<file path="config.mk">
export PLATFORM = sky130hd
export DESIGN_NAME = wallace_mult_pipe
export DESIGN_NICKNAME = d
export VERILOG_FILES = /design/src/rtl/wallace_pkg.sv /design/src/rtl/full_adder.sv /design/src/rtl/wallace_mult_pipe_csa_row.sv /design/src/rtl/wallace_mult_pipe.sv
export SDC_FILE = /design/constraint.sdc
export NUM_CORES = 1
export LEC_CHECK = 0
export ABC_AREA = 0
export BUFFER_PORTS_ARGS = -buffer_cell sky130_fd_sc_hd__buf_2
export CAP_MARGIN = 20
export CORE_ASPECT_RATIO = 1.2
export CORE_MARGIN = 4
export CORE_UTILIZATION = 39
export DETAILED_ROUTE_END_ITERATION = 8
export HOLD_SLACK_MARGIN = 0.12
export SYNTH_ARGS = -nofsm -noshare
export SYNTH_HDL_FRONTEND = slang
export SYNTH_HIERARCHICAL = 1
export SYNTH_SLANG_ARGS = --single-unit
</file>
<file path="constraint.sdc">
create_clock -name clk -period 5 [get_ports clk]
set_input_delay 1.5 -clock clk [delete_from_list [all_inputs] [get_ports clk]]
set_output_delay 1.5 -clock clk [all_outputs]
set_load 0.01 [all_outputs]
</file>
<file path="src/rtl/wallace_pkg.sv">
// Shared definitions for the pipelined Wallace-tree multiplier: default width,
// pipeline depth, Baugh-Wooley correction and reduction-tree shape helpers.
package wallace_pkg;

  localparam int W_DEFAULT   = 8;
  localparam int PIPE_STAGES = 3;

  // Signed-mode correction row: ones at bit w and bit 2w-1.
  function automatic logic [63:0] bw_corr(input int w);
    logic [63:0] c;
    c          = '0;
    c[w]       = 1'b1;
    c[2*w-1]   = 1'b1;
    return c;
  endfunction

  // Rows present at a given tree level; level 0 holds w partial products
  // plus the correction row.
  function automatic int tree_rows(input int w, input int level);
    int n;
    n = w + 1;
    for (int l = 0; l < level; l++) n = 2 * (n / 3) + n % 3;
    return n;
  endfunction

  // Number of 3:2 levels needed to reach two rows.
  function automatic int tree_levels(input int w);
    int n;
    int l;
    n = w + 1;
    l = 0;
    while (n > 2) begin
      n = 2 * (n / 3) + n % 3;
      l++;
    end
    return l;
  endfunction

endpackage

</file>
<file path="src/rtl/full_adder.sv">
// Single-bit full adder cell used by the reduction tree.
module full_adder (
  input  logic a_i,
  input  logic b_i,
  input  logic ci_i,
  output logic s_o,
  output logic co_o
);

  assign s_o  = a_i ^ b_i ^ ci_i;
  assign co_o = (a_i & b_i) | (ci_i & (a_i ^ b_i));

endmodule

</file>
<file path="src/rtl/wallace_mult_pipe_csa_row.sv">
// N-bit 3:2 compressor row; the carry row is returned already shifted left
// by one and truncated to N bits.
module csa_row #(
  parameter int N = 16
) (
  input  logic [N-1:0] a_i,
  input  logic [N-1:0] b_i,
  input  logic [N-1:0] c_i,
  output logic [N-1:0] sum_o,
  output logic [N-1:0] carry_o
);

  logic [N-2:0] cy;

  for (genvar k = 0; k < N - 1; k++) begin : g_fa
    full_adder u_fa (
      .a_i  (a_i[k]),
      .b_i  (b_i[k]),
      .ci_i (c_i[k]),
      .s_o  (sum_o[k]),
      .co_o (cy[k])
    );
  end

  // The top carry would land at bit N, outside the product, so only the sum
  // is needed there.
  assign sum_o[N-1] = a_i[N-1] ^ b_i[N-1] ^ c_i[N-1];
  assign carry_o    = {cy, 1'b0};

endmodule

</file>
<file path="src/rtl/wallace_mult_pipe.sv">
// Three-stage W x W Wallace-tree multiplier with per-transaction signed mode
// and a single global stall driven by the output handshake.
module wallace_mult_pipe
  import wallace_pkg::*;
#(
  parameter int W = W_DEFAULT
) (
  input  logic           clk,
  input  logic           rst,
  input  logic           in_valid,
  output logic           in_ready,
  input  logic [W-1:0]   in_a,
  input  logic [W-1:0]   in_b,
  input  logic           in_signed,
  output logic           out_valid,
  input  logic           out_ready,
  output logic [2*W-1:0] out_prod
);

  localparam int              PW        = 2 * W;
  localparam int              NROWS     = W + 1;
  localparam int              LEVELS    = tree_levels(W);
  localparam logic [63:0]     CORR_FULL = bw_corr(W);
  localparam logic [PW-1:0]   CORR      = CORR_FULL[PW-1:0];

  logic          adv;
  logic          v1_q, v2_q, v3_q;
  logic [W-1:0]  a_q, b_q;
  logic          sgn_q;
  logic [PW-1:0] pp_rows [NROWS];
  logic [PW-1:0] sum_d, carry_d, sum_q, carry_q;
  logic [PW-1:0] prod_d, prod_q;

  assign adv       = ~v3_q | out_ready;
  assign in_ready  = adv;
  assign out_valid = v3_q;
  assign out_prod  = prod_q;

  // Baugh-Wooley: in signed mode the cross terms with exactly one MSB operand
  // bit are inverted and the correction row is added.
  // NOTE: every row gets a full default before bit writes, so no latch forms.
  always_comb begin
    for (int i = 0; i < W; i++) begin
      pp_rows[i] = '0;
      for (int j = 0; j < W; j++) begin
        pp_rows[i][i+j] = (a_q[j] & b_q[i]) ^ (sgn_q & ((i == W - 1) != (j == W - 1)));
      end
    end
    pp_rows[W] = sgn_q ? CORR : '0;
  end

  for (genvar l = 0; l <= LEVELS; l++) begin : g_lvl
    localparam int N = tree_rows(W, l);
    logic [PW-1:0] rows [N];

    if (l == 0) begin : g_src
      for (genvar r = 0; r < N; r++) begin : g_row
        assign rows[r] = pp_rows[r];
      end
    end else begin : g_red
      localparam int NP = tree_rows(W, l - 1);
      localparam int NG = NP / 3;

      for (genvar g = 0; g < NG; g++) begin : g_csa
        csa_row #(.N(PW)) u_csa (
          .a_i     (g_lvl[l-1].rows[3*g]),
          .b_i     (g_lvl[l-1].rows[3*g+1]),
          .c_i     (g_lvl[l-1].rows[3*g+2]),
          .sum_o   (rows[2*g]),
          .carry_o (rows[2*g+1])
        );
      end

      for (genvar p = 0; p < NP % 3; p++) begin : g_pass
        assign rows[2*NG+p] = g_lvl[l-1].rows[3*NG+p];
      end
    end
  end

  assign sum_d   = g_lvl[LEVELS].rows[0];
  assign carry_d = g_lvl[LEVELS].rows[1];
  assign prod_d  = sum_q + carry_q;

  // NOTE: sequential state uses non-blocking assignments so every stage
  // samples its predecessor's pre-edge value.
  always_ff @(posedge clk) begin
    if (rst) begin
      v1_q   <= 1'b0;
      v2_q   <= 1'b0;
      v3_q   <= 1'b0;
      prod_q <= '0;
    end else if (adv) begin
      v1_q   <= in_valid;
      v2_q   <= v1_q;
      v3_q   <= v2_q;
      prod_q <= prod_d;
    end
  end

  // NOTE: operand and row registers carry no reset; the valid bits alone
  // decide whether their contents ever reach the output.
  always_ff @(posedge clk) begin
    if (adv) begin
      a_q     <= in_a;
      b_q     <= in_b;
      sgn_q   <= in_signed;
      sum_q   <= sum_d;
      carry_q <= carry_d;
    end
  end

endmodule

</file>
### Yosys cells after proc, flatten, opt, wreduce, memory -nomap -nowiden

Index checks and enable logic that the tools add are counted.

* $add $sub $neg: 1
* multiplexer cells: 1
* bitwise operators: 366

Operator list (count)
* $and A1 B1 Y1: 182
* $xor A1 B1 Y1: 134
* $or A1 B1 Y1: 49
* $add A16 B16 Y16: 1
* $mux W16: 1
* $not A1 Y1: 1

* register bits: 66
* input port bits: 21
* output and inout port bits: 18
* word-level logic and storage cells: 377

### Depth between registers and ports, before layout

Gate-level depths: netlist of the first run.

* depth after elaboration: 14
* gate-level depth with buffers: 8
* mapped depth without buffers: 8

### Cells and area by module

The synthesis of the first run kept the hierarchy.

Modules (own cells, without submodules)
* wallace_mult_pipe: times used 1, cells each 309, area each 3393.3 µm², sequential area each 1851.8 µm²
* full_adder: times used 105, cells each 1, area each 20.0 µm², sequential area each 0.0 µm²
* csa_row: times used 7, cells each 3, area each 35.0 µm², sequential area each 0.0 µm²

### Worst setup path before layout of the first run

Ideal clock, no wire load.

* path type: input to output
* start: input out_ready
* end: output in_ready
* arrival time: 3240 ps
* data required time: 3500 ps
* slack: 260 ps
* cell stages on the path: 3
* buffers on the path: 1
* cells stage by stage: nor2b_1 > inv_1 > clkbuf_1

* word-level cells in the longest chain between the ends: 1

Ends and longest elaborated chain
* from (decl): line wallace_mult_pipe.sv:16 `input logic out_ready,`
* $or A1 B1 Y1: line wallace_mult_pipe.sv:34 `assign adv = ~v3_q | out_ready;`
* to (decl): line wallace_mult_pipe.sv:11 `output logic in_ready,`

Every way passes these cells.

### Worst setup path after layout of the first run

Same ends and word-level chain as after synthesis.

==> results of run 1 <==
-- per-stage QoR --
| step | util | setup slack (ns) | instance area, sq um |
|---|---|---|---|
| 2_1_floorplan | - | 0.260 | 6030 |
| 3_3_place_gp | 0.441 | 1.37 | 6360 |
| 3_5_place_dp | 0.441 | 1.36 | 6360 |
| 4_1_cts | 0.461 | 1.34 | 6640 |
| 5_1_grt | 0.461 | 1.26 | 6640 |
| 6_report | 0.461 | 1.36 | 6640 |
-- cells in the mapped netlist (5+ instances only) --
cell type / n
dfxtp_1: 19
xnor2_1: 21
xor3_1: 7
o21ai_0: 6
fa_1: 106
conb_1: 8
ha_1: 15
nand2_1: 41
edfxtp_1: 49
nor2_1: 11
inv_1: 8
a21o_1: 5
and2_1: 50
buf_4: 7
a21oi_1: 18
nand3_1: 5
nor3_1: 6
clkbuf_1: 7
-- metal layers --
layer	GRT usage	vias up
li1	-	1602
met1	0.157	1681
met2	0.213	64
met3	0.0349	12
met4	0.0390	0
met5	0	-
-- final timing paths --
| kind | startpoint | endpoint | slack [ns] | cells after the start |
|---|---|---|---|---|
| setup / recovery | out_ready | in_ready | 1.36 | 5 |
| hold / removal | out_prod[0] | out_prod[0] | 0.45 | 2 |
| setup reg to reg | sgn_q | sum_q[10] | 1.58 | 5 |
| hold reg to reg | out_prod[0] | out_prod[0] | 0.45 | 2 |
-- registers in the layout, indices dropped and copies added, names as in the netlist, 8 cells and up --
signal and flops:
b_q 8, a_q 8, out_prod 16, sum_q 16, carry_q 16
-- power by group --
| part | total, mW | internal (mW) | leakage [nW] | switching, mW |
|---|---|---|---|---|
| sequential | 0.992 | 0.905 | 0.679 | 0.0874 |
| clock | 0.589 | 0.337 | 0.124 | 0.252 |
| combinational | 1.94 | 0.917 | 2.12 | 1.02 |
-- worst reg2reg max path: cells and delay by family, from the launching register on --
family,cells,cell delay (ns)
xor+xnor,1,0.21
fa+ha+maj,4,2.04
flops,1,0.91
-- layout make-up --
class                           instances  share of cell area
Clock buffer                            9              0.0339
Clock inverter                          7             0.00791
Inverter                                8             0.00452
Multi-Input combinational cell        419               0.611
Sequential cell                        68               0.279
Tap cell                              175              0.0330
Timing Repair Buffer                   40              0.0309
-- cell families after synthesis --
| kind of cell | after synthesis | share of synthesized area |
|---|---|---|
| adder cells (fa/ha/maj) | 121 | 0.402 |
| other | 8 | 0.00523 |
| AND/OR/NAND/NOR | 127 | 0.115 |
| buffers and inverters | 25 | 0.0209 |
| XOR/XNOR | 28 | 0.0610 |
| flip-flops | 68 | 0.323 |
| AO/OA/AOI/OAI | 58 | 0.0726 |
==> impl_metrics.json, run 1 <==
{
  "diodes": 0,
  "worst_hold_slack_ns": 0.448,
  "drt-vias-per-instance": 4.63,
  "critical_path.cell_chain": "buf_2, nor2b_1, buf_4, inv_2, buf_2",
  "rows": 48,
  "final_max_slew_viol_count": 0,
  "met1Wirelength_microns": 4180,
  "max_cap_violations": 0,
  "finalClockSkew_ns": 0.00533,
  "synth_top_area_share": 0.370,
  "post_route_cells_drive_above_1_share": 0.123,
  "drt-initial-drc-count": 163,
  "die_x_microns": 119,
  "drt-pass1-iter-count": 5,
  "dr_wl_met2_microns": 4870,
  "slew_headroom": 0.431,
  "post_drt_wl_per_cell_microns": 13.2,
  "syn_to_final_growth_pct": 15.7,
  "ctsRootBufferMaster": "clkbuf_16",
  "power-per-cell-area_nw_per_um2": 530,
  "routed_wl_microns": 9560,
  "start_kind": "input pin",
  "post_route_antenna_net_violation_count": 0,
  "outcome": "finished, final reports clean",
  "clock_path_buffers": 2,
  "first_global_vias": 3620,
  "synth_edf_count": 49,
  "total_number_of_clock_tree_sinks": 68,
  "layout_commonest_cell": "fa_1",
  "master_of_the_slowest_instance_on_the_critical_path": "buf_4",
  "place.detailed.instances": 710,
  "transition_time_of_the_tightest_slew_check_pin_ns": 0.854,
  "holdCritPathClass": "flip-flop to flip-flop",
  "criticalPathCategory": "input pin to output pin",
  "core_area_sq_um": 14400,
  "dieHeight_microns": 141,
  "timing.final.setup_violations": 0,
  "grt_start_max_net_pins": 70,
  "route.detailed.drc": 0,
  "cp_slowest_stage_delay_ns": 0.25,
  "grt_remaining_overflow": 0,
  "groute.usage.overall": 0.126,
  "timing.setup.tns_ns": 0,
  "grt_pass1_wl_microns": 16800,
  "postCtsSetupRepairBufs": 0,
  "fill_cells": 1337,
  "max_clock_freq_ghz": 0.275,
  "power.ir.vdd_worst_mv": 0.192,
  "design.die.area_sq_um": 16700,
  "ys_async_sr_fraction": 0,
  "final_net_count": 688,
  "cts_repair_resize_count": 0,
  "clk_latency_ns": 0.34,
  "route.top_layer_used": "met4",
  "netlist-cell-type-count": 47,
  "synth_area_leaders": "fa_1, edfxtp_1, dfxtp_1",
  "p_leak_nw": 2.93,
  "highest_count_cells_in_the_layout_ignoring_fill_and_taps": "fa_1, conb_1, and2_1",
  "setup.worst_path.end_class": "output pin",
  "synth_ff_type": "edfxtp_1",
  "synthesis.instances": 435,
  "critPathTopFamily": "buffers and inverters",
  "critical_path.max_fanout": 21,
  "worstPathRequired_ns": 3.50,
  "yosys_warnings": 6,
  "syn_area_sq_um": 5740,
  "cts_hold_repair.buffers": 0,
  "buffer_ports.inserted": 38,
  "synth.yosys.seq_area_share": 0.323,
  "boundaryPins": 39,
  "rsz0062_at_grt": "no",
  "hold_viol_final": 0,
  "worst_ep_arrival_time_ns": 2.14,
  "power.total_mw": 3.52,
  "route.vias.total": 3359,
  "cpMostUsedCell": "buf_2",
  "detailed_place_hpwl_microns": 7670,
  "yosysTopAreaCell": "fa_1",
  "grt_antenna_before_repair": 0,
  "routabilityCongestion": 0.862,
  "routed-wl-met3_microns": 371,
  "min_period_ns": 3.64,
  "multiInputGateArea_sq_um": 4060,
  "clkTransAtPathRegs_ns": 0.06,
  "synth-seq-cells": 68,
  "cts_inserted_buffers": 9,
  "start_util": 0.398,
  "finalCritPeriodShare": 0.728,
  "avgSynthCellArea_sq_um": 13.2,
  "seq_area_sq_um": 1850,
  "finish.cell_count_without_fillers": 726,
  "clock_tree_from_tritoncts": "built",
  "worst-path-buf-inv": 4,
  "h-tree-depth": 3
}
(Power assumes the default switching activity.)
==> run 2, diff against run 1 <==
- ABC_AREA: 0 -> 1
- clock period: 5 -> 3.24 ns (I/O delays scaled with it)
==> run 2 against run 1 <==
- final cell count rose by 34%
- first-iteration DRC count fell by 32%
- non-clock buffer count rose by 3
- global-route usage rose by 0.38 points
- clock power rose by 59%
- final area rose by 7.3%
- critical endpoint is now sum_q[9]
==> impl_metrics.json, run 2 <==
{
  "final_max_slew_viol_count": 0,
  "die_x_microns": 123,
  "slew_headroom": 0.629,
  "min_period_ns": 3.12,
  "synth.yosys.seq_area_share": 0.300,
  "total_number_of_clock_tree_sinks": 68,
  "switching_component_of_the_power_mw": 2.27,
  "synth.most_common_cell": "nand2_1",
  "hold_viol_final": 0,
  "cp_slowest_stage_delay_ns": 0.56,
  "master_of_the_slowest_instance_on_the_critical_path": "fa_1",
  "holdCritPathClass": "flip-flop to flip-flop",
  "critPathTopFamily": "adder cells",
  "finish.cell_count_without_fillers": 975,
  "core_area_sq_um": 15600,
  "finalClockSkew_ns": 0.00598,
  "sw_share": 0.408,
  "power.ir.vdd_worst_mv": 0.385,
  "design.die.area_sq_um": 17900,
  "cpMostUsedCell": "fa_1",
  "critical_path.max_fanout": 8,
  "combPwrFrac": 0.556,
  "rows": 50,
  "worstPathRequired_ns": 3.31,
  "outcome": "finished, final reports clean",
  "drt-initial-drc-count": 111,
  "first_global_vias": 4193,
  "routed_wl_microns": 10200,
  "seqPwrFrac": 0.275,
  "setup.worst_path.end_class": "flip-flop",
  "post_drt_wl_per_cell_microns": 10.5,
  "post_route_cells_drive_above_1_share": 0.0887,
  "grt_antenna_before_repair": 0,
  "synth_edf_count": 49,
  "post_route_antenna_net_violation_count": 0,
  "max_cap_violations": 0,
  "syn_area_sq_um": 6170,
  "diodes": 0,
  "power-per-cell-area_nw_per_um2": 781,
  "yosys_warnings": 6,
  "synthesis.instances": 651,
  "worst-path-buf-inv": 0,
  "grt_pass1_wl_microns": 18500,
  "postCtsSetupRepairBufs": 0,
  "boundaryPins": 39,
  "rsz0062_at_grt": "no",
  "post_synth_most_frequent_cells": "nand2_1, inv_1, fa_1",
  "synth_top_area_share": 0.344,
  "ctsRootBufferMaster": "clkbuf_16",
  "clk_latency_ns": 0.33,
  "timing.setup.tns_ns": 0,
  "cts_inserted_buffers": 9,
  "yosysTopAreaCell": "fa_1",
  "buffer_ports.inserted": 38,
  "h-tree-depth": 3,
  "cts_repair_resize_count": 0,
  "ys_async_sr_fraction": 0,
  "p_leak_nw": 3.88,
  "worst_ep_arrival_time_ns": 3.19,
  "layout_commonest_cell": "nand2_1",
  "critical_path.cell_chain": "nand2_1, xor2_1, fa_1, fa_1, fa_1, fa_1",
  "highest_count_cells_in_the_layout_ignoring_fill_and_taps": "nand2_1, inv_1, fa_1",
  "start_kind": "flip-flop",
  "final_net_count": 904,
  "drt-vias-per-instance": 4.11,
  "syn_to_final_growth_pct": 15.4,
  "routabilityCongestion": 0.844,
  "dieHeight_microns": 146,
  "finalCritPeriodShare": 0.964,
  "drt-pass1-iter-count": 4,
  "power_report.internal_total_mw": 3.30,
  "synth_ff_type": "edfxtp_1",
  "clock_path_buffers": 2,
  "clkTransAtPathRegs_ns": 0.05,
  "netlist-cell-type-count": 30,
  "criticalPathCategory": "flip-flop to flip-flop",
  "max_clock_freq_ghz": 0.320,
  "clock_power_share": 0.169,
  "layout.core_utilization": 0.458,
  "detailed_place_hpwl_microns": 8450,
  "route.detailed.drc": 0,
  "synth_area_leaders": "fa_1, edfxtp_1, nand2_1",
  "timing.final.setup_violations": 0,
  "transition_time_of_the_tightest_slew_check_pin_ns": 0.557,
  "grt_remaining_overflow": 0,
  "avgSynthCellArea_sq_um": 9.48,
  "cts_hold_repair.buffers": 0,
  "clock_tree_from_tritoncts": "built",
  "groute.usage.overall": 0.130,
  "place.detailed.instances": 959,
  "synth-seq-cells": 68,
  "start_util": 0.396,
  "route.vias.total": 4004,
  "grt_start_max_net_pins": 48
}
[run 2: routing by layer]
layer / share of wire / GRT usage / vias up
li1: - / - / 2048
met1: 0.43 / 0.158 / 1888
met2: 0.51 / 0.228 / 59
met3: 0.045 / 0.0303 / 9
met4: 0.013 / 0.0336 / 0
met5: 0 / 0 / -
[run 2: final timing paths]
path                              from   endpoint  slack [ns]  cells after the start
worst min register to register    v2_q  out_valid        0.47                      2
worst max-delay path            b_q[7]   sum_q[9]        0.12                      6
worst min-delay path              v2_q  out_valid        0.47                      2
worst max register to register  b_q[7]   sum_q[9]        0.12                      6
[run 2: area by class of cell]
class / instances / area (sq um)
timing repair buffer: 43 / 228
inverter: 135 / 507
clock inverter: 3 / 17.5
clock buffer: 13 / 272
sequential: 68 / 1850
fill: 1560 / 8450
tap: 208 / 260
multi-input combinational: 505 / 3990
[run 2: power groups by stage]
| stage | sequential [mW] | combinational (mW) | clock [mW] |
|---|---|---|---|
| after CTS | 1.54 | 3.13 | 0.966 |
| after global routing | 1.57 | 3.68 | 1.01 |
| after global placement | 1.55 | 3.03 | 0 |
| final | 1.53 | 3.09 | 0.939 |
| after detailed placement | 1.55 | 3.12 | 0 |
| after floorplan | 1.54 | 2.44 | 0 |
[run 2: cell families after synthesis]
kind of cell,count (synthesis),share of synthesized area
other,8,0.00486
AOI/OAI and AO/OA,30,0.0272
adders and majority gates,121,0.374
xor gates and xnor gates,21,0.0298
and+or+nand+nor,240,0.159
buffers and inverters,163,0.105
DFF,68,0.300
[run 2: worst min-delay path: stages (launching register included)]
cell	delay [ns]
dfxtp_1	0.32
nor2_1	0.05
nor2_1	0.07
[run 2: per-stage QoR]
stage	hold slack, ns	setup slack [ns]	power [mW]	instance area (sq um)
2_1_floorplan	0.441	0.0584	3.98	6490
3_3_place_gp	0.456	0.182	4.58	6840
3_5_place_dp	0.467	0.119	4.67	6840
4_1_cts	0.483	0.118	5.63	7130
5_1_grt	0.504	0.0105	6.25	7130
6_report	0.471	0.116	5.56	7130
